**src/rtl/winner_led_pkg.sv**
```systemverilog
// Shared types and defaults for the winner LED logic and the score accumulators.
package winner_led_pkg;

    localparam int SCORE_W_DEF   = 4;
    localparam int WIN_SCORE_DEF = 3;

    typedef logic [SCORE_W_DEF-1:0] score_t;

    typedef enum logic [1:0] {
        PLAY   = 2'd0,
        P1_WON = 2'd1,
        P2_WON = 2'd2
    } state_t;

endpackage

```
**src/rtl/winner_led_compare.sv**
```systemverilog
// Combinational winner decision: a player wins when eligible and either the
// opponent is not eligible or the player is strictly ahead.
module winner_compare #(
    parameter int SCORE_W   = 4,
    parameter int WIN_SCORE = 3
) (
    input  logic [SCORE_W-1:0] i_p1_score,
    input  logic [SCORE_W-1:0] i_p2_score,
    output logic               o_p1_win,
    output logic               o_p2_win
);

    localparam logic [SCORE_W-1:0] L_WIN = SCORE_W'(WIN_SCORE);

    logic w_p1_elig;
    logic w_p2_elig;

    assign w_p1_elig = (i_p1_score >= L_WIN);
    assign w_p2_elig = (i_p2_score >= L_WIN);

    // Strict comparison on the lead term keeps the two wins mutually exclusive.
    assign o_p1_win = w_p1_elig && (!w_p2_elig || (i_p1_score > i_p2_score));
    assign o_p2_win = w_p2_elig && (!w_p1_elig || (i_p2_score > i_p1_score));

endmodule

```
**src/rtl/winner_led.sv**
```systemverilog
// Registered winner LEDs. Define WINNER_LATCH_EN to latch the first winner
// until reset; otherwise the LEDs track the scores with one cycle of latency.
module winner_led
    import winner_led_pkg::*;
#(
    parameter int SCORE_W   = SCORE_W_DEF,
    parameter int WIN_SCORE = WIN_SCORE_DEF
) (
    input  logic               clk,
    input  logic               reset,
    input  logic [SCORE_W-1:0] P1TTLSCR,
    input  logic [SCORE_W-1:0] P2TTLSCR,
    output logic               WinnerLEDP1,
    output logic               WinnerLEDP2
);

    logic w_p1_win;
    logic w_p2_win;

    winner_compare #(
        .SCORE_W   (SCORE_W),
        .WIN_SCORE (WIN_SCORE)
    ) u_compare (
        .i_p1_score (P1TTLSCR),
        .i_p2_score (P2TTLSCR),
        .o_p1_win   (w_p1_win),
        .o_p2_win   (w_p2_win)
    );

`ifdef WINNER_LATCH_EN
    state_t r_state;
    state_t w_state_nxt;

    always_ff @(posedge clk) begin
        if (reset) begin
            r_state <= PLAY;
        end else begin
            r_state <= w_state_nxt;
        end
    end

    // Won states are absorbing; only reset leaves them.
    always_comb begin
        w_state_nxt = r_state;
        case (r_state)
            PLAY: begin
                if (w_p1_win) begin
                    w_state_nxt = P1_WON;
                end else if (w_p2_win) begin
                    w_state_nxt = P2_WON;
                end
            end
            P1_WON:  w_state_nxt = P1_WON;
            P2_WON:  w_state_nxt = P2_WON;
            default: w_state_nxt = PLAY;
        endcase
    end

    assign WinnerLEDP1 = (r_state == P1_WON);
    assign WinnerLEDP2 = (r_state == P2_WON);
`else
    logic r_led_p1;
    logic r_led_p2;

    always_ff @(posedge clk) begin
        if (reset) begin
            r_led_p1 <= 1'b0;
            r_led_p2 <= 1'b0;
        end else begin
            r_led_p1 <= w_p1_win;
            r_led_p2 <= w_p2_win;
        end
    end

    assign WinnerLEDP1 = r_led_p1;
    assign WinnerLEDP2 = r_led_p2;
`endif

endmodule

```
**config.mk**
```make
export PLATFORM = sky130hd
export DESIGN_NAME = winner_led
export DESIGN_NICKNAME = d
export VERILOG_FILES = /design/src/rtl/winner_led_pkg.sv /design/src/rtl/winner_led_compare.sv /design/src/rtl/winner_led.sv
export SDC_FILE = /design/constraint.sdc
export NUM_CORES = 1
export LEC_CHECK = 0
export ABC_AREA = 1
export CAP_MARGIN = 20
export CORE_AREA = 4 4 41 43
export CTS_BUF_LIST = sky130_fd_sc_hd__clkbuf_4
export DETAILED_ROUTE_END_ITERATION = 8
export DIE_AREA = 0 0 45 47
export PLACE_DENSITY = 0.45
export SLEW_MARGIN = 20
export SYNTH_ARGS = -nofsm -noshare
export SYNTH_HDL_FRONTEND = slang
export SYNTH_SLANG_ARGS = --single-unit
```
**constraint.sdc**
```tcl
create_clock -name clk -period 1.8 [get_ports clk]
set_input_delay 0.27 -clock clk [delete_from_list [all_inputs] [get_ports clk]]
set_output_delay 0.27 -clock clk [all_outputs]
set_load 0.02 [all_outputs]
```
After elaboration in Yosys (flattened, before gate mapping)
Index checks and enable logic that the tools add are counted.
{"block": "op_classes", "n_lt_le_gt_ge": 4, "n_reduce_logical": 6}
{"op": "4-bit by 2-bit greater-or-equal comparator with 1-bit output, second input constant", "count": 2}
{"op": "4-bit greater-than comparator", "count": 2}
{"op": "1-bit logical AND", "count": 2}
{"op": "1-bit zero test", "count": 2}
{"op": "1-bit logical OR", "count": 2}
{"block": "word_totals", "register_bits": 2, "output_inout_bits": 2, "wordCells": 12}

Longest topological paths before layout
Gate-level depths: netlist (run 1).
{"block": "logic_depth", "ltp_word": 4, "depth_mapped": 9, "ltp_nobuf": 9}

Hierarchy
From an unflattened synthesis (run 1), not the netlist that was laid out.
{"block": "unflattened", "hier_cells": 34, "area_unflattened_um2": 203.9}
{"module": "winner_compare", "n_inst": 1, "cells_per_inst": 28, "area_each_um2": 148.9, "seq_area_each_um2": 0.0}
{"module": "winner_led", "n_inst": 1, "cells_per_inst": 6, "area_each_um2": 55.1, "seq_area_each_um2": 40.0}

Worst setup path after synthesis (run 1)
OpenSTA, ideal clock, no wires.
{"block": "synth_timing", "path_kind": "input-to-reg", "start": "input P2TTLSCR[3]", "end": "register r_led_p1, in the netlist WinnerLEDP1", "setup_ns": 0.115, "arrival_ns": 0.892, "required_time_ns": 1.685, "slack_ns": 0.793, "path_stages": 8, "path_buffers": 0, "path_cell_list": "inv_1 ha_1 nand2_1 inv_2 nand2_1 nand2_1 nand2_1 a21oi_2"}
{"block": "synth_between", "elab_chain_len": 4, "word_cells_on_any_way": 5}
{"element": "start, declared", "line": "winner_led.sv:12", "source": "input logic [SCORE_W-1:0] P2TTLSCR,"}
{"element": "4-bit by 2-bit greater-or-equal comparator with 1-bit output", "line": "winner_led_compare.sv:19", "source": "assign w_p2_elig = (i_p2_score >= L_WIN);"}
{"element": "1-bit zero test", "line": "winner_led_compare.sv:22", "source": "assign o_p1_win = w_p1_elig && (!w_p2_elig || (i_p1_score > i_p2_score));"}
{"element": "1-bit logical OR *", "line": "winner_led_compare.sv:22"}
{"element": "1-bit logical AND *", "line": "winner_led_compare.sv:22"}
{"element": "end signal, assigned", "line": "winner_led.sv:70", "source": "r_led_p1 <= w_p1_win;"}
{"element": "end, declared", "line": "winner_led.sv:62", "source": "logic r_led_p1;"}
Mark *: on every way between the ends. The rest lies on a longest branch, timed or not.
A chain may end at the register's enable or synchronous reset.

Worst setup path after layout (run 1)
{"block": "layout_timing", "start": "register r_led_p2, in the netlist WinnerLEDP2", "end": "output WinnerLEDP2"}
{"element": "start, declared", "line": "winner_led.sv:63", "source": "logic r_led_p2;"}
{"element": "start signal, assigned", "line": "winner_led.sv:71", "source": "r_led_p2 <= w_p2_win;"}
{"element": "end, declared", "line": "winner_led.sv:14", "source": "output logic WinnerLEDP2"}
No word-level cell between the ends.

==> out/metrics.cfg, run 1 <==
[clock_tree]
postCtsHoldBufs = 0
numCtsBuffers = 3
cts_tree = done
h-tree-depth = 1
root_buffer = clkbuf_4
cts.reportedPaths.clkPinSlew_ns = 0.03
cts_resized = 0
clockBufferDepth = 2
cts_setup_buffers = 0
clock_sinks = 2

[hold_path]
hp-class = in -> reg
hp-start = reset

[sta]
fmax_mhz = 727
worstMarginPinSlew_ns = 0.210
setup_tns_ns = 0
period_share = 0.764
hold_violations = 0
fin_crit_ns = 1.37
setup_viol = 0
slew_headroom = 0.860
rsz0062_at_grt = no
slew_viol_final = 0

[die]
core_mm2 = 0.00130
num_rows = 13
die_y_um = 47
ios = 12
start_util = 0.149
die_x_um = 45
fp.dieArea_mm2 = 0.00212

[critical_path]
crit_buf_inv = 1
end_kind = output pin
crit_fanout = 1
worstPathRequired_ns = 1.53
cp_slowest_cell = clkdlybuf4s50_1
cp_top_family = buffers and inverters
cp-start-kind = flip-flop
path_cells = clkdlybuf4s50_1
critPathLaunch = WinnerLEDP2
slowest_delay_ns = 0.59
crit_type = reg -> out
cp.arrival_ns = 1.10

[grt]
grt_pass1_wl_um = 738
antenna_found_initial = 0
grt_pass1_vias = 209
grt-ovfl-total = 0
grt_max_degree = 3
grtUsageTotal = 0.0496

[synth]
synth_warnings = 0
yosysSeqAreaShare = 0.206
syn_nets = 45
syn_area_um2 = 194
synth_cell_types = 9
postSynthCellCount = 31
synth_seq_cells = 2
syn-mean-instance-area_um2 = 6.26

[placement]
place_area_um2 = 323
place.gp.congestion = 0.658
dpl.hpwl_um = 380
numPortBuffers = 11

[flow_run]
cap_violations = 0

[cells_and_area]
area_growth_pct = 78.1
num-nets-final = 61
drive_above_1_share = 0.111
design_area_um2 = 345
insertedDiodeCount = 0
layout_common_cells = 11 x nand2_1, 11 x clkdlybuf4s50_1, 7 x inv_1

[power]
p_leak_nw = 0.182
ir_drop_mv = 0.111
power.density_mw_per_mm2 = 610

[routing]
first_pass_iters = 2
ant_nets = 0
via_count = 219
routed_wl_um = 409
remaining_drc_errors = 0
dr.first_iter.drc_count = 1
wl_per_cell_um = 6.82
viasPerCell = 3.65

[status]
status = complete, no violations

-- routing by layer --
metal  GRT usage  wire length, um
met2      0.0763              195
met4      0.0526                0
met3      0.0192               52
met1      0.0497              160
met5           0                0
-- report_power, final --
group,switching [mW],leakage (nW),internal (mW)
clock network,0.0212,0.0138,0.0732
registers,0.000921,0.0166,0.0491
logic,0.0293,0.151,0.0371
total,0.0515,0.182,0.159
-- flip-flops by register name, indices dropped and copies added, names as in the netlist --
name,flops
WinnerLEDP1,1
WinnerLEDP2,1
-- area by class of cell --
type,count,area [um^2]
fillers,162,956
clock buffers,3,22.5
well taps,15,18.8
inverters,8,30.0
flip-flops and latches,2,40.0
multi-input cells,21,124
repair buffers,11,110
-- cells in the mapped netlist --
cell type  count  area (um^2)
dfxtp_1        2         40.0
inv_2          1         3.75
nand3_1        2         10.0
inv_1          7         26.3
nand2_1       11         41.3
nor2_1         1         3.75
a21oi_2        1         8.76
a21oi_1        2         10.0
ha_1           4         50.1
-- worst paths after layout --
kind,to,slack (ns),cells after the start
worst max-delay path,WinnerLEDP2,0.43,1
worst min-delay path,WinnerLEDP2,0.69,4
-- through the flow --
stage                     hold slack [ns]  worst slack (ns)  cells   util  power (mW)
after floorplan                     0.430             0.793     31      -      0.0838
after global placement              0.921             0.252     57  0.248       0.119
after detailed placement            0.923             0.258     57  0.248       0.118
after CTS                           0.692             0.414     60  0.265       0.217
after global routing                0.725             0.390     60  0.265       0.230
final                               0.695             0.425     60  0.265       0.211
-- logic make-up after synthesis --
family / count (synthesis) / share of synthesized area
buffers and inverters: 8 / 0.155
and+or+nand+nor: 14 / 0.284
DFF: 2 / 0.206
AOI/OAI and AO/OA: 3 / 0.0968
adders and majority gates: 4 / 0.258
Power figures use the tool's default switching activity.
==> run 2, diff against run 1 <==
- clock period: 1.8 -> 1.3 ns (I/O delays scaled with it)
==> run 2 against run 1 <==
Die area stayed put; first-iteration DRC count is 100% lower; sequential cell count stayed put; hold slack worse by 0.35 ns; largest cell class unchanged; largest power group unchanged; highest routed layer unchanged.
==> out/metrics.cfg, run 2 (synthesis gave the netlist of run 1 again) <==
[status]
status = complete, no violations

[grt]
grt-ovfl-total = 0
antenna_found_initial = 0
grtUsageTotal = 0.0559
grt_pass1_vias = 228
grt_pass1_wl_um = 807
grt_max_degree = 3

[die]
ios = 12
die_x_um = 45
num_rows = 13
fp.dieArea_mm2 = 0.00212
core_mm2 = 0.00130
start_util = 0.149
die_y_um = 47

[sta]
fin_ws_ns = 0.0946
setup_viol = 0
hold_violations = 0
fmax_mhz = 830
setup_tns_ns = 0
slew_headroom = 0.864
worstMarginPinSlew_ns = 0.205
period_share = 0.927
rsz0062_at_grt = no
slew_viol_final = 0
fin_crit_ns = 1.21

[power]
netSwitchingFraction = 0.261
power.density_mw_per_mm2 = 806
p_clk_frac = 0.449
switchingPower_mw = 0.0784
p_int_mw = 0.222
p_leak_nw = 0.206
ir_drop_mv = 0.169
p_comb_frac = 0.322
power_frac_seq = 0.229
finalPower_mw = 0.301

[critical_path]
end_kind = flip-flop
cp_slowest_cell = clkdlybuf4s50_1
path_cells = clkdlybuf4s50_1 -> inv_2 -> ha_4 -> nand2_1 -> inv_2 -> nand2_1 -> nand2_1 -> nand2_1 -> a21oi_2
crit_top_cell = nand2_1
critPathLaunch = P2TTLSCR[3]
slowest_delay_ns = 0.47
cp-start-kind = input pin
worstPathRequired_ns = 1.46
crit_type = in -> reg
cp.arrival_ns = 1.36
cp-endpoint = WinnerLEDP1
crit_fanout = 2

[clock_tree]
clockBufferDepth = 2
numCtsBuffers = 3
cts.reportedPaths.clkPinSlew_ns = 0.03
cts_tree = done
postCtsHoldBufs = 0
clock_sinks = 2
cts_setup_buffers = 0
h-tree-depth = 1
root_buffer = clkbuf_4

[routing]
wl_per_cell_um = 7.40
remaining_drc_errors = 0
routed_wl_um = 459
wl_met3_um = 49
via_count = 229
first_pass_iters = 1
routedLengthMet1_um = 178
dr.first_iter.drc_count = 0
dr.max_layer_used = met3
viasPerCell = 3.69
wl_met2_um = 231
ant_nets = 0

[flow_run]
cap_violations = 0

[cells_and_area]
layout_common_cells = 11 x nand2_1, 8 x clkdlybuf4s50_1, 6 x inv_1
multi_input_area_um2 = 136
register_area_um2 = 40.0
num-nets-final = 63
insertedDiodeCount = 0
drive_above_1_share = 0.191
layout_commonest_cell = nand2_1
area_growth_pct = 92.3
fillCellCount = 158

[placement]
dpl.hpwl_um = 401
numPortBuffers = 11
place.gp.congestion = 0.637
pre_cts_ws_ns = -0.169

[hold_path]
hp-class = in -> reg

[run 2: routing by layer]
layer  vias to the layer above  GRT usage
met5                         -          0
met4                         0     0.0702
met3                         0     0.0153
met2                         7     0.0819
met1                        95     0.0587
li1                        127          -
[run 2: final cells by class]
class | instances | area share
timing repair buffer | 13 | 0.336
inverter | 8 | 0.0805
multi-input combinational | 21 | 0.366
sequential | 2 | 0.107
tap | 15 | 0.0503
clock buffer | 3 | 0.0604
[run 2: power by group through the flow]
| stage | combinational, mW | clock [mW] | sequential (mW) |
|---|---|---|---|
| CTS | 0.0947 | 0.143 | 0.0690 |
| detailed placement | 0.0984 | 0 | 0.0701 |
| global placement | 0.0988 | 0 | 0.0700 |
| floorplan | 0.0380 | 0 | 0.0780 |
| finish | 0.0967 | 0.135 | 0.0689 |
| global route | 0.110 | 0.153 | 0.0693 |
[run 2: per-stage QoR]
stage	std cells	hold slack, ns	utilization	cell area (um^2)
3_3_place_gp	59	0.845	0.260	338
5_1_grt	62	0.397	0.287	373
4_1_cts	62	0.613	0.275	358
3_5_place_dp	59	0.843	0.260	338
2_1_floorplan	31	0.355	-	194
6_report	62	0.346	0.287	373
[run 2: worst min-delay path by stage]
| stage | start | to | slack, ns | depth (start not counted) |
|---|---|---|---|---|
| 5_1_grt | P2TTLSCR[1] | WinnerLEDP1 | 0.40 | 4 |
| 3_5_place_dp | reset | WinnerLEDP2 | 0.84 | 4 |
| 6_report | P2TTLSCR[1] | WinnerLEDP1 | 0.35 | 4 |
| 4_1_cts | reset | WinnerLEDP2 | 0.61 | 4 |
| 2_1_floorplan | reset | WinnerLEDP2 | 0.35 | 3 |
| 3_3_place_gp | reset | WinnerLEDP2 | 0.85 | 4 |
[run 2: repair_timing]
item | CTS | global route
resized for setup | 2 | 3
pin swaps | 0 | 0
endpoints found under the setup margin | 2 | 2
gates cloned | 0 | 0
[run 2: worst max-delay path: cells and delay by family]
kind | cells | cell delay, ns
compound gates | 1 | 0.10
buf+inv | 3 | 0.57
fa+ha+maj | 1 | 0.26
simple gates | 4 | 0.22
